===== config.mk =====
export PLATFORM = sky130hd
export DESIGN_NAME = slinky_bus_if
export DESIGN_NICKNAME = d
export VERILOG_FILES = /design/src/rtl/slinky_bus_if.sv
export SDC_FILE = /design/constraint.sdc
export NUM_CORES = 1
export LEC_CHECK = 0
export CORE_MARGIN = 2
export CORE_UTILIZATION = 58
export CTS_BUF_LIST = sky130_fd_sc_hd__clkbuf_4
export CTS_CLUSTER_SIZE = 10
export DETAILED_ROUTE_END_ITERATION = 10
export PLACE_DENSITY = 0.82
export SLEW_MARGIN = 20
export SYNTH_ARGS = -nofsm -noshare
export SYNTH_HDL_FRONTEND = slang
export SYNTH_SLANG_ARGS = --single-unit

===== constraint.sdc =====
create_clock -name c8m -period 2.6 [get_ports c8m]
set_input_delay 0.26 -clock c8m [delete_from_list [all_inputs] [get_ports c8m]]
set_output_delay 0.26 -clock c8m [all_outputs]
set_load 0.01 [all_outputs]

===== src/rtl/slinky_bus_if.sv =====
// Apple II slot-bus front end for the SDRAM controller: Slinky-style 24-bit
// auto-increment pointer plus data port with a one-byte read-ahead buffer.
module slinky_bus_if #(
  parameter int unsigned ADDR_BITS = 24,
  parameter int unsigned DEC_DLY   = 1,
  parameter int unsigned HOLD_CYC  = 3,
  parameter logic [7:0]  ID_BYTE   = 8'hA5
) (
  input  logic        c8m,
  input  logic        nreset,
  input  logic        phi2,
  input  logic        ndevsel,
  input  logic        rnw,
  input  logic [3:0]  ba,
  input  logic [7:0]  din,
  output logic [7:0]  dout,
  output logic        doe,
  output logic        rdcmd,
  output logic        wrcmd,
  output logic [23:0] a,
  output logic [7:0]  wrd,
  input  logic [7:0]  rdd
);

  localparam logic [23:0] PtrMask =
    (ADDR_BITS >= 24) ? 24'hFFFFFF : 24'((32'd1 << ADDR_BITS) - 32'd1);
  localparam logic [7:0] DecLast  = (DEC_DLY  > 0) ? 8'(DEC_DLY - 1)  : 8'd0;
  localparam logic [7:0] HoldLast = (HOLD_CYC > 0) ? 8'(HOLD_CYC - 1) : 8'd0;

  typedef enum logic [1:0] {StIdle, StWait, StArmed, StHold} state_e;
  typedef enum logic [2:0] {AcNone, AcDataRd, AcDataWr, AcPrefetch, AcAddrWr} access_e;

  logic        phi2_s1_q, phi2_s2_q, phi2_s3_q;
  logic        rise, fall;
  state_e      state_q, state_d;
  access_e     kind_q, kind_d;
  logic [7:0]  cnt_q, cnt_d;
  logic [1:0]  sel_byte_q, sel_byte_d;
  logic [7:0]  wbyte_q, wbyte_d;
  logic [23:0] ptr_q, ptr_d;
  logic [7:0]  dbuf_q, dbuf_d;
  logic        pf_q, pf_d;
  logic [7:0]  dout_q, dout_d;
  logic        doe_q, doe_d;
  logic        rdcmd_q, rdcmd_d;
  logic        wrcmd_q, wrcmd_d;
  logic [23:0] a_q, a_d;
  logic [7:0]  wrd_q, wrd_d;
  logic [23:0] ptr_inc;
  logic [23:0] ptr_wr;

  assign rise = phi2_s2_q & ~phi2_s3_q;
  assign fall = ~phi2_s2_q & phi2_s3_q;

  assign ptr_inc = (ptr_q + 24'd1) & PtrMask;

  always_comb begin
    ptr_wr = ptr_q;
    case (sel_byte_q)
      2'd0:    ptr_wr[7:0]   = wbyte_q;
      2'd1:    ptr_wr[15:8]  = wbyte_q;
      default: ptr_wr[23:16] = wbyte_q;
    endcase
    ptr_wr = ptr_wr & PtrMask;
  end

  always_comb begin
    state_d    = state_q;
    kind_d     = kind_q;
    cnt_d      = cnt_q;
    sel_byte_d = sel_byte_q;
    wbyte_d    = wbyte_q;
    ptr_d      = ptr_q;
    dbuf_d     = dbuf_q;
    pf_d       = pf_q;
    dout_d     = dout_q;
    doe_d      = doe_q;
    rdcmd_d    = rdcmd_q;
    wrcmd_d    = wrcmd_q;
    a_d        = a_q;
    wrd_d      = wrd_q;

    unique case (state_q)
      StIdle: begin
        if (rise) begin
          state_d = StWait;
          cnt_d   = 8'd0;
        end
      end

      StWait: begin
        if (fall) begin
          // Phase lost before decode; drop this PHI2 cycle.
          state_d = StIdle;
        end else if (cnt_q == DecLast) begin
          state_d    = StArmed;
          kind_d     = AcNone;
          sel_byte_d = ba[1:0];
          if (!ndevsel) begin
            if (ba == 4'h3) begin
              if (rnw) begin
                dout_d  = dbuf_q;
                doe_d   = 1'b1;
                rdcmd_d = 1'b1;
                a_d     = ptr_inc;
                kind_d  = AcDataRd;
              end else begin
                wrcmd_d = 1'b1;
                a_d     = ptr_q;
                wrd_d   = din;
                kind_d  = AcDataWr;
              end
            end else if (rnw) begin
              doe_d = 1'b1;
              case (ba)
                4'h0:    dout_d = ptr_q[7:0];
                4'h1:    dout_d = ptr_q[15:8];
                4'h2:    dout_d = ptr_q[23:16];
                4'hF:    dout_d = ID_BYTE;
                default: dout_d = 8'hFF;
              endcase
            end else if (ba < 4'h3) begin
              kind_d = AcAddrWr;
            end
          end else if (pf_q) begin
            // Only bus cycles not addressed to us refill the read-ahead buffer.
            rdcmd_d = 1'b1;
            a_d     = ptr_q;
            kind_d  = AcPrefetch;
          end
        end else begin
          cnt_d = cnt_q + 8'd1;
        end
      end

      StArmed: begin
        if (kind_q == AcDataWr) begin
          wrd_d = din;
        end
        if (fall) begin
          state_d = StHold;
          cnt_d   = 8'd0;
          doe_d   = 1'b0;
          if (kind_q == AcAddrWr) begin
            wbyte_d = din;
          end
        end
      end

      StHold: begin
        // A new rise here is deliberately ignored.
        if (cnt_q == HoldLast) begin
          state_d = StIdle;
          rdcmd_d = 1'b0;
          wrcmd_d = 1'b0;
          a_d     = 24'd0;
          case (kind_q)
            AcDataRd: begin
              ptr_d  = ptr_inc;
              dbuf_d = rdd;
              pf_d   = 1'b0;
            end
            AcDataWr: begin
              ptr_d = ptr_inc;
              pf_d  = 1'b1;
            end
            AcPrefetch: begin
              dbuf_d = rdd;
              pf_d   = 1'b0;
            end
            AcAddrWr: begin
              ptr_d = ptr_wr;
              pf_d  = 1'b1;
            end
            default: ;
          endcase
        end else begin
          cnt_d = cnt_q + 8'd1;
        end
      end

      default: state_d = StIdle;
    endcase
  end

  always_ff @(posedge c8m) begin
    if (!nreset) begin
      phi2_s1_q  <= 1'b0;
      phi2_s2_q  <= 1'b0;
      phi2_s3_q  <= 1'b0;
      state_q    <= StIdle;
      kind_q     <= AcNone;
      cnt_q      <= 8'd0;
      sel_byte_q <= 2'd0;
      wbyte_q    <= 8'd0;
      ptr_q      <= 24'd0;
      dbuf_q     <= 8'hFF;
      pf_q       <= 1'b1;
      dout_q     <= 8'hFF;
      doe_q      <= 1'b0;
      rdcmd_q    <= 1'b0;
      wrcmd_q    <= 1'b0;
      a_q        <= 24'd0;
      wrd_q      <= 8'd0;
    end else begin
      phi2_s1_q  <= phi2;
      phi2_s2_q  <= phi2_s1_q;
      phi2_s3_q  <= phi2_s2_q;
      state_q    <= state_d;
      kind_q     <= kind_d;
      cnt_q      <= cnt_d;
      sel_byte_q <= sel_byte_d;
      wbyte_q    <= wbyte_d;
      ptr_q      <= ptr_d;
      dbuf_q     <= dbuf_d;
      pf_q       <= pf_d;
      dout_q     <= dout_d;
      doe_q      <= doe_d;
      rdcmd_q    <= rdcmd_d;
      wrcmd_q    <= wrcmd_d;
      a_q        <= a_d & PtrMask;
      wrd_q      <= wrd_d;
    end
  end

  assign dout  = dout_q;
  assign doe   = doe_q;
  assign rdcmd = rdcmd_q;
  assign wrcmd = wrcmd_q;
  assign a     = a_q;
  assign wrd   = wrd_q;

endmodule


==> results.ini, run 1 <==
[outcome]
status = finished, final reports clean

[power]
combPwrFrac = 0.181
internal_power_mw = 2.052
pwr-share-seq = 0.562
netSwitchingPower_uw = 914.8
p_clk_frac = 0.257
power_density_nw_per_um2 = 465.9
vdd_drop_max_mv = 0.3163
leakage_nw = 2.244
netSwitchingFraction = 0.3084
fin_total_pwr_mw = 2.966

[clock_tree]
cts_max_level = 3
path_clk_slew_ns = 0.17
cts_tree = yes
hold_buffers = 0
cts_resized = 0
clk_latency_ns = 0.47
clockRootBuffer = clkbuf_4
clock-sinks = 102
cts.path.max_buffers = 2
post_cts_buffers = 0
cts-buffers-inserted = 9

[detailed_routing]
ant_nets = 0
vias = 5060
drt_iter0_drc = 449
vias_per_cell = 6.216
wirelength_mm = 14.74
wl_per_cell_um = 18.11
dr.pass1.iters = 5
remaining_drc_errors = 0

[yosys]
yosys_warnings = 0
ys.flop_type = dfxtp_1
ys_types = 73
synth-edff-count = 0
yosysSeqAreaShare = 0.3688
synth.avg_cell_area_um2 = 8.705
synth_area_leaders = dfxtp_1, nand2_1, mux2i_1, nand3_1, nor2b_1
synth.largest_area_cell = dfxtp_1
syn_nets = 665
syn_inst = 636
ys_ff_latch = 102
postSynth.asyncResetShare = 0
synth.cell_area_um2 = 5537
synth_top_area_frac = 0.3688

[worst_setup_path]
crit_type = reg2reg
arrival_ns = 2.63
crit_required_ns = 2.96
timing.rr.start = cnt_q[0]
cp-end-kind = flop
crit_start = cnt_q[0]
cp_max_fo = 16
cp-start-kind = flop
r2r_setup_slack_ns = 0.33

[sta]
finalClockSkew_ns = 0.02591
hold_viol = 0
setup_viol = 0
grt_setup_unrepaired = no
drv_slew = 0
relSlewSlack = 0.5245
tns_ns = 0
fin_crit_sh = 0.8733
max_freq_ghz = 0.4404
tightest_slew_ns = 0.7133
fin_crit_ns = 2.271

[final_layout]
area_delta_synth_final_pct = 15.01
utilization = 0.6891
nNetsFinal = 710
drive_above_1_share = 0.1226
n_antenna_cell = 0

[place]
dp_hpwl_mm = 10.72
io_buffers = 67
gp_congestion = 0.8942

[hold_path]
hold_class = in2reg
worstHoldStart = nreset

[floorplanning]
core_area_um2 = 9240
pin_count = 68
fp.dieH_um = 101.7
rows = 35
initial_utilization = 0.5992
die_area_um2 = 10340
die-width_um = 101.7

[global_routing]
overflow = 0
grt_pass1_wl_mm = 23.89
grt_pass1_vias = 4764
antenna_found_initial = 0
grt_usage = 0.2934
grt_start_max_net_pins = 35

[job]
drv_cap = 0

[layout by cell type, fill, tap and decap left out, types with 16 or more instances in the layout]
cell type,synthesis,routed
a21oi_1,29,29
buf_4,1,21
clkdlybuf4s50_1,0,66
dfxtp_1,102,102
mux2i_1,27,27
nand2_1,79,79
nand3_1,34,34
nand4_1,18,18
nor2_1,40,40
nor2b_1,26,26
o21ai_0,19,19
xor2_1,16,16
[power by group through the flow]
| stage | Sequential (mW) | Combinational, mW | Clock [mW] |
|---|---|---|---|
| after global placement | 1.69 | 0.511 | 0 |
| after detailed placement | 1.70 | 0.530 | 0 |
| after CTS | 1.67 | 0.533 | 0.769 |
| after global routing | 1.67 | 0.580 | 0.815 |
| final | 1.67 | 0.537 | 0.762 |
| after floorplan | 1.68 | 0.394 | 0 |
[flip-flops by register name, summed over array words and instances (netlist names), named ones only]
name / count
phi2_s2_q: 1
state_q: 1
dbuf_q: 8
wbyte_q: 8
kind_q: 3
wrcmd: 1
rdcmd: 1
doe: 1
wrd: 8
a: 24
ptr_q: 24
phi2_s1_q: 1
cnt_q: 8
pf_q: 1
dout: 8
sel_byte_q: 2
phi2_s3_q: 1
[cell usage after synthesis, drive strengths merged, types with 2 or more instances]
master and count:
nor2b 26, o2bb2ai 18, o211ai 11, and2 8, and2b 2, buf 22
o22ai 5, mux2 4, o32ai 3, or2 2, a21boi 9, nand4 19
a22oi 4, or2b 3, mux2i 27, nor3b 5, a31o 2, nand2b 6
clkbuf 32, nand2 79, nand3 35, xnor2 14, and3 7, or3 7
ha 4, a21oi 29, a41oi 4, nor2 40, o221a 8, nor4 7
nand3b 2, dfxtp 102, nor3 9, o31ai 8, o311ai 2, inv 5
mux4 3, o21ai 20, xor2 16, and4 3, a31oi 10
[worst max-delay path: stages (launching register included)]
cell	delay, ns
dfxtp_1	0.38
inv_1	0.15
ha_1	0.19
nor3b_1	0.35
a21oi_1	0.19
a211o_1	0.44
and2_4	0.31
o2bb2ai_1	0.16
[metrics by stage]
step	instance area, um2	setup WS [ns]	std cells	hold slack (ns)
floorplan	5537	0.6377	636	0.3873
detailed placement	6251	0.1851	799	0.4210
CTS	6367	0.3747	814	0.2706
global placement	6251	0.2764	799	0.4143
global route	6367	0.2191	814	0.3192
finish	6367	0.3294	814	0.2803
[worst paths after layout]
path | endpoint | depth (start not counted)
max | a[9] | 7
min | cnt_q[1] | 2
max reg2reg | a[9] | 7
min reg2reg | phi2_s2_q | 1
[per-layer routing]
metal | vias to the layer above | wire [um] | track usage
met4 | 0 | 254 | 0.08524
met1 | 2402 | 6321 | 0.3898
li1 | 2403 | - | -
met3 | 26 | 1087 | 0.04624
met2 | 229 | 7075 | 0.4934
met5 | - | 0 | 0
[cell type report]
class,count,area [um2]
sequential,102,2042
timing repair buffer,88,823.3
clock buffer,10,75.07
inverter,5,18.77
fill,762,2873
tap,129,161.4
multi-input combinational,475,3206
clock inverter,5,41.29
[cells by family after synthesis]
kind of cell,Yosys count,share of synthesized area
and+or+nand+nor,264,0.2536
AOI/OAI and AO/OA,143,0.1998
muxes,34,0.06915
adders and majority gates,4,0.009040
xor gates and xnor gates,30,0.04746
DFF,102,0.3688
buffers and inverters,59,0.05221
(Power assumes the default switching activity.)
==> run 2: changes to the inputs <==
--- a/config.mk
+++ b/config.mk
@@ -5,6 +5,7 @@
 export SDC_FILE = /design/constraint.sdc
 export NUM_CORES = 1
 export LEC_CHECK = 0
+export CAP_MARGIN = 15
 export CORE_MARGIN = 2
 export CORE_UTILIZATION = 58
 export CTS_BUF_LIST = sky130_fd_sc_hd__clkbuf_4
==> results of run 2 <==
The final DEF is identical to that of run 1; final timing and power are the same.
